<file path="config.mk">
export PLATFORM = sky130hd
export DESIGN_NAME = alarm_ctrl
export DESIGN_NICKNAME = d
export VERILOG_FILES = /design/src/rtl/alarm_pkg.sv /design/src/rtl/bcd_time_add.sv /design/src/rtl/alarm_ctrl.sv
export SDC_FILE = /design/constraint.sdc
export NUM_CORES = 1
export LEC_CHECK = 0
export ABC_AREA = 1
export CAP_MARGIN = 5
export CORE_MARGIN = 2
export CORE_UTILIZATION = 59
export CTS_CLUSTER_DIAMETER = 30
export CTS_CLUSTER_SIZE = 12
export DETAILED_ROUTE_END_ITERATION = 8
export PLACE_DENSITY = 0.82
export REMOVE_ABC_BUFFERS = 1
export SYNTH_ARGS = -nofsm -noshare
export SYNTH_HDL_FRONTEND = slang
export SYNTH_HIERARCHICAL = 1
export SYNTH_SLANG_ARGS = --single-unit
export TNS_END_PERCENT = 50
</file>
<file path="constraint.sdc">
create_clock -name i_clk -period 7.2 [get_ports i_clk]
set_clock_uncertainty 0.15 [all_clocks]
set_input_delay 1.44 -clock i_clk [delete_from_list [all_inputs] [get_ports i_clk]]
set_output_delay 1.44 -clock i_clk [all_outputs]
set_load 0.1 [all_outputs]
</file>
<file path="src/rtl/alarm_pkg.sv">
// Shared types and constants for the alarm sequencing controller.
// Holds the state encoding, LED patterns, BCD limits and the alarm-time validity check.
`timescale 1ns/1ps
package alarm_pkg;

    typedef enum logic [1:0] {
        ST_IDLE    = 2'd0,
        ST_ARMED   = 2'd1,
        ST_RINGING = 2'd2,
        ST_SNOOZE  = 2'd3
    } state_t;

    typedef struct packed {
        logic [3:0] h_ten;
        logic [3:0] h_one;
        logic [3:0] m_ten;
        logic [3:0] m_one;
    } bcd_time_t;

    localparam logic [7:0] LED_ON   = 8'hFF;
    localparam logic [7:0] LED_OFF  = 8'h00;
    localparam logic [7:0] HOUR_MAX = 8'd23;
    localparam logic [7:0] MIN_MAX  = 8'd59;

    // Digits above 9 are rejected before the hour/minute range is checked.
    function automatic logic time_valid(input bcd_time_t t);
        logic       ok;
        logic [7:0] hour;
        logic [7:0] minute;
        ok     = (t.h_ten <= 4'd9) && (t.h_one <= 4'd9) &&
                 (t.m_ten <= 4'd9) && (t.m_one <= 4'd9);
        hour   = {4'd0, t.h_ten} * 8'd10 + {4'd0, t.h_one};
        minute = {4'd0, t.m_ten} * 8'd10 + {4'd0, t.m_one};
        if (hour > HOUR_MAX || minute > MIN_MAX) begin
            ok = 1'b0;
        end
        return ok;
    endfunction

endpackage

</file>
<file path="src/rtl/bcd_time_add.sv">
// Combinational HH:MM BCD plus a fixed number of minutes, wrapping at 24 hours.
// The input time is assumed valid; ADD_MIN must be 1..59.
`timescale 1ns/1ps
module bcd_time_add
    import alarm_pkg::*;
#(
    parameter int ADD_MIN = 5
) (
    input  bcd_time_t i_time,
    output bcd_time_t o_time
);

    logic [7:0] w_min;
    logic [7:0] w_hour;

    always_comb begin
        w_min  = {4'd0, i_time.m_ten} * 8'd10 + {4'd0, i_time.m_one} + 8'(ADD_MIN);
        w_hour = {4'd0, i_time.h_ten} * 8'd10 + {4'd0, i_time.h_one};
        if (w_min > MIN_MAX) begin
            w_min  = w_min - 8'd60;
            w_hour = w_hour + 8'd1;
        end
        if (w_hour > HOUR_MAX) begin
            w_hour = 8'd0;
        end
        o_time.h_ten = 4'(w_hour / 8'd10);
        o_time.h_one = 4'(w_hour % 8'd10);
        o_time.m_ten = 4'(w_min / 8'd10);
        o_time.m_one = 4'(w_min % 8'd10);
    end

endmodule

</file>
<file path="src/rtl/alarm_ctrl.sv">
// Alarm sequencer: arms on a valid alarm entry, rings on a clock match, and handles
// stop, bounded snooze and ring timeout with a blinking LED pattern.
`timescale 1ns/1ps
module alarm_ctrl
    import alarm_pkg::*;
#(
    parameter int SNOOZE_MIN     = 5,
    parameter int MAX_SNOOZE     = 3,
    parameter int RING_TIMEOUT_S = 60,
    parameter int BLINK_CYC      = 250
) (
    input  logic       i_clk,
    input  logic       i_rst,
    input  logic       i_sec_tick,
    input  logic [3:0] i_cur_h_ten,
    input  logic [3:0] i_cur_h_one,
    input  logic [3:0] i_cur_m_ten,
    input  logic [3:0] i_cur_m_one,
    input  logic [3:0] i_alm_h_ten,
    input  logic [3:0] i_alm_h_one,
    input  logic [3:0] i_alm_m_ten,
    input  logic [3:0] i_alm_m_one,
    input  logic       i_alarm_set_done,
    input  logic       i_arm_en,
    input  logic       i_snooze_btn,
    input  logic       i_stop_btn,
    output logic [1:0] o_state,
    output logic       o_ringing,
    output logic       o_armed,
    output logic [7:0] o_leds,
    output logic [1:0] o_snooze_cnt,
    output logic       o_set_err
);

    state_t     r_state;
    state_t     w_next;
    bcd_time_t  r_target;
    logic       r_match;
    logic       r_match_q;
    logic       r_snooze_q;
    logic       r_stop_q;
    logic [1:0] r_snooze_cnt;
    logic [7:0] r_ring_sec;
    logic [15:0] r_blink;
    logic [7:0] r_leds;
    logic       r_set_err;

    bcd_time_t  w_cur;
    bcd_time_t  w_alm;
    bcd_time_t  w_snz_time;
    logic       w_alm_valid;
    logic       w_load_try;
    logic       w_load_ok;
    logic       w_snz_edge;
    logic       w_stop_edge;
    logic       w_hit;
    logic       w_timeout;
    logic       w_snz_allowed;
    logic       w_reload;
    logic       w_snooze_go;
    logic       w_cnt_clr;

    assign w_cur         = {i_cur_h_ten, i_cur_h_one, i_cur_m_ten, i_cur_m_one};
    assign w_alm         = {i_alm_h_ten, i_alm_h_one, i_alm_m_ten, i_alm_m_one};
    assign w_alm_valid   = time_valid(w_alm);
    assign w_load_try    = i_alarm_set_done && (r_state != ST_RINGING);
    assign w_load_ok     = w_load_try && w_alm_valid;
    assign w_snz_edge    = i_snooze_btn & ~r_snooze_q;
    assign w_stop_edge   = i_stop_btn & ~r_stop_q;
    assign w_hit         = r_match & ~r_match_q;
    assign w_timeout     = i_sec_tick && (r_ring_sec == 8'(RING_TIMEOUT_S - 1));
    assign w_snz_allowed = r_snooze_cnt < 2'(MAX_SNOOZE);

    bcd_time_add #(.ADD_MIN(SNOOZE_MIN)) u_snz_add (
        .i_time (w_cur),
        .o_time (w_snz_time)
    );

    always_ff @(posedge i_clk) begin
        if (i_rst) begin
            r_state <= ST_IDLE;
        end else begin
            r_state <= w_next;
        end
    end

    // In RINGING the arm switch beats stop, stop beats snooze, snooze beats timeout.
    always_comb begin
        w_next      = r_state;
        w_reload    = 1'b0;
        w_snooze_go = 1'b0;
        w_cnt_clr   = 1'b0;
        case (r_state)
            ST_IDLE: begin
                if (i_arm_en && w_load_ok) w_next = ST_ARMED;
            end
            ST_ARMED: begin
                if (!i_arm_en)  w_next = ST_IDLE;
                else if (w_hit) w_next = ST_RINGING;
            end
            ST_RINGING: begin
                if (!i_arm_en) begin
                    w_next    = ST_IDLE;
                    w_cnt_clr = 1'b1;
                end else if (w_stop_edge) begin
                    w_next   = ST_ARMED;
                    w_reload = 1'b1;
                end else if (w_snz_edge && w_snz_allowed) begin
                    w_next      = ST_SNOOZE;
                    w_snooze_go = 1'b1;
                end else if (w_timeout) begin
                    w_next   = ST_ARMED;
                    w_reload = 1'b1;
                end
            end
            ST_SNOOZE: begin
                if (!i_arm_en) begin
                    w_next = ST_IDLE;
                end else if (w_stop_edge) begin
                    w_next   = ST_ARMED;
                    w_reload = 1'b1;
                end else if (w_hit) begin
                    w_next = ST_RINGING;
                end
            end
            default: w_next = ST_IDLE;
        endcase
    end

    // match_q resets high so a target equal to the reset clock cannot ring spuriously.
    always_ff @(posedge i_clk) begin
        if (i_rst) begin
            r_target     <= '0;
            r_match      <= 1'b1;
            r_match_q    <= 1'b1;
            r_snooze_q   <= 1'b0;
            r_stop_q     <= 1'b0;
            r_snooze_cnt <= 2'd0;
            r_set_err    <= 1'b0;
        end else begin
            r_match    <= (w_cur == r_target);
            r_match_q  <= r_match;
            r_snooze_q <= i_snooze_btn;
            r_stop_q   <= i_stop_btn;
            r_set_err  <= w_load_try && !w_alm_valid;
            if (w_reload || w_load_ok) begin
                r_target     <= w_alm;
                r_snooze_cnt <= 2'd0;
            end else if (w_snooze_go) begin
                r_target     <= w_snz_time;
                r_snooze_cnt <= r_snooze_cnt + 2'd1;
            end else if (w_cnt_clr) begin
                r_snooze_cnt <= 2'd0;
            end
        end
    end

    always_ff @(posedge i_clk) begin
        if (i_rst) begin
            r_ring_sec <= 8'd0;
            r_blink    <= 16'd0;
            r_leds     <= LED_OFF;
        end else if (w_next == ST_RINGING && r_state != ST_RINGING) begin
            r_ring_sec <= 8'd0;
            r_blink    <= 16'd0;
            r_leds     <= LED_ON;
        end else if (w_next == ST_RINGING) begin
            if (i_sec_tick) begin
                r_ring_sec <= r_ring_sec + 8'd1;
            end
            if (r_blink == 16'(BLINK_CYC - 1)) begin
                r_blink <= 16'd0;
                r_leds  <= ~r_leds;
            end else begin
                r_blink <= r_blink + 16'd1;
            end
        end else begin
            r_ring_sec <= 8'd0;
            r_blink    <= 16'd0;
            r_leds     <= LED_OFF;
        end
    end

    assign o_state      = r_state;
    assign o_ringing    = (r_state == ST_RINGING);
    assign o_armed      = (r_state != ST_IDLE);
    assign o_leds       = r_leds;
    assign o_snooze_cnt = r_snooze_cnt;
    assign o_set_err    = r_set_err;

endmodule
</file>
==> flow_summary.yaml <==
clock_network:
  hold_buffers: 0
  cts_setup_buffers: 0
  cts_buffer_depth: 2
  cts_buffers: 9
  path_clk_slew_ns: 0.07
  clock_sinks: 57
  cts_tree: "built"
  clock_latency_ns: 0.34
  cts_resized: 0
  h-tree-depth: 3
  cts_root_buf: "clkbuf_8"
grt:
  grtUsageTotal_pct: 24.9
  grt_first_pass_wirelength_um: 20800
  antenna_found_initial: 0
  grt_max_degree: 35
  grt_overflow: 0
  grt_pass1_vias: 4798
yosys:
  synth-edff-count: 0
  syn_area_sq_um: 5350
  synth_area_leaders: "dfxtp_1 21%, nand2_1 15%, ha_1 10%"
  ys_ff_latch: 57
  synthCells: 796
  yosys_warnings: 6
  ys_top_cells_by_count: "214 x nand2_1, 101 x inv_1, 69 x nor2_1, 68 x nand3_1, 57 x dfxtp_1"
  synth_area_leader_cell: "dfxtp_1"
  yosysTopAreaCellShare_pct: 21.3
  yosysSeqAreaShare_pct: 21.3
  ys.flop_type: "dfxtp_1"
  ys_types: 53
  async_flop_share_pct: 0
  synthMostInstantiatedCell: "nand2_1"
  postSynthAreaPerCell_sq_um: 6.72
run_status:
  status: "completed"
final_layout:
  diodes: 0
  post_route_cells_drive_above_1_share_pct: 10.6
  syn_to_final_growth_pct: 14.6
  final_nets: 933
timing:
  hold_ws_ns: 0.319
  slew_headroom_pct: 29.4
  setup_viol: 0
  hold_violations: 0
  period_share_pct: 89.8
  setup_tns_ns: 0
  tightest_slew_ns: 1.06
  fmax_mhz: 155
  min_period_ns: 6.46
  rsz0062_at_grt: "no"
  slew_viol_final: 0
run:
  maxCapViolCount: 0
power:
  p_leak_nw: 2.82
  peakVddDrop_mv: 0.152
  powerDensity_nw_per_um2: 249
placement:
  place_congestion: 0.832
  place_hpwl_um: 9490
  port_buffers: 53
floorplanning:
  dieArea_sq_um: 9850
  fp.dieH_um: 99.3
  fp.coreArea_sq_um: 8760
  rows: 34
  dieWidth_um: 99.3
  pin_count: 54
  initial_utilization_pct: 61.1
detailed_routing:
  drt_first_pass_iters: 5
  drc: 0
  routed_wl_um: 12100
  wire_per_inst_um: 12.7
  routed_via_density: 5.36
  num_vias: 5121
  drtIter0Drc: 350
  ant_nets: 0
setup_path:
  critPathMostFrequentCell: "nand2_1"
  cp_max_fo: 15
  worstPathRequired_ns: 7.23
  worstSetupEndpointType: "register"
  crit_arrival_ns: 6.49
  critPathSlowestCell: "clkdlybuf4s50_1"
  cp_slowest_stage_delay_ns: 0.57
  path_class: "in2reg"
  start_kind: "primary input"
  r2r.worst_path.cells: 9
min_path:
  hold_path_class: "reg2reg"
  min_path_cells: 1
worst max-delay path, delay by kind of cell:
kind | cells | cell delay (ns)
compound gates | 2 | 0.18
fa+ha+maj | 6 | 1.55
simple gates | 27 | 2.31
buf+inv | 8 | 1.00
cells in the final DEF (no fill, tap or decap), types with 5 or more instances in the layout:
master	synthesis	final
nand3_2	8	8
fa_1	8	8
nand2_2	13	13
ha_1	44	44
nand2_1	214	214
nand3_1	68	68
nand4_1	32	32
inv_2	7	7
o21ai_1	9	9
nor2_1	69	69
nand2_4	5	5
clkdlybuf4s50_1	0	53
or2_2	15	15
nor3_1	6	6
dfxtp_1	57	57
xnor2_1	15	15
a21oi_1	24	24
xor2_1	25	25
nor2_4	5	5
inv_1	101	101
clkbuf_8	0	9
logic make-up after synthesis:
kind of cell / Yosys count / synth area share [%]
simple gates: 459 / 41.5
flops: 57 / 21.3
mux: 2 / 0.374
xor+xnor: 41 / 6.85
other cells: 1 / 0.0701
compound gates: 54 / 6.52
buf+inv: 130 / 10.1
fa+ha+maj: 52 / 13.3
flip-flops by register name, summed over array words and instances (netlist names):
name / cells
r_blink: 16
r_stop_q: 1
r_snooze_q: 1
r_match_q: 1
r_ring_sec: 8
o_leds: 8
o_snooze_cnt: 2
r_target: 16
r_match: 1
o_state: 2
o_set_err: 1
layer usage:
layer	GRT usage (%)	vias to the layer above	routed length, um
met5	0	-	0
li1	-	2658	-
met2	42.3	121	5730
met4	5.16	0	121
met3	4.36	15	531
met1	33.4	2327	5750
path summary, 6_finish.rpt:
kind / slack [ns] / from / to
worst max register to register: 4.88 / o_snooze_cnt[0] / r_blink[12]
worst min register to register: 0.32 / r_match / r_match_q
worst max-delay path: 0.74 / i_cur_m_ten[2] / r_target[3]
worst min-delay path: 0.32 / r_match / r_match_q
area by class of cell:
type                       instances  area, sq um
multi-input combinational        610         3680
fill                             734         2630
sequential                        57         1140
timing repair buffer              54          538
inverter                         110          415
tap                              108          135
clock buffer                       9          124
clock inverter                     7          103
report_power, final:
group	switching (W)	internal, W	total [W]
clock network	0.000148	0.000198	0.000346
registers	0.00000136	0.000318	0.000319
logic	0.000561	0.000298	0.000859
total	0.000710	0.000814	0.00152
stage by stage:
step | power (W) | worst slack, ns | instances | area (sq um) | utilization [%]
detailed placement | 0.00117 | 0.411 | 939 | 5910 | 67.4
finish | 0.00152 | 0.737 | 955 | 6130 | 70.0
floorplan | 0.00101 | 1.42 | 777 | 5230 | -
global placement | 0.00113 | 0.651 | 939 | 5910 | 67.4
CTS | 0.00152 | 0.750 | 955 | 6130 | 70.0
global route | 0.00165 | 0.252 | 955 | 6130 | 70.0
Note: power is estimated with default switching activity, not from simulation.
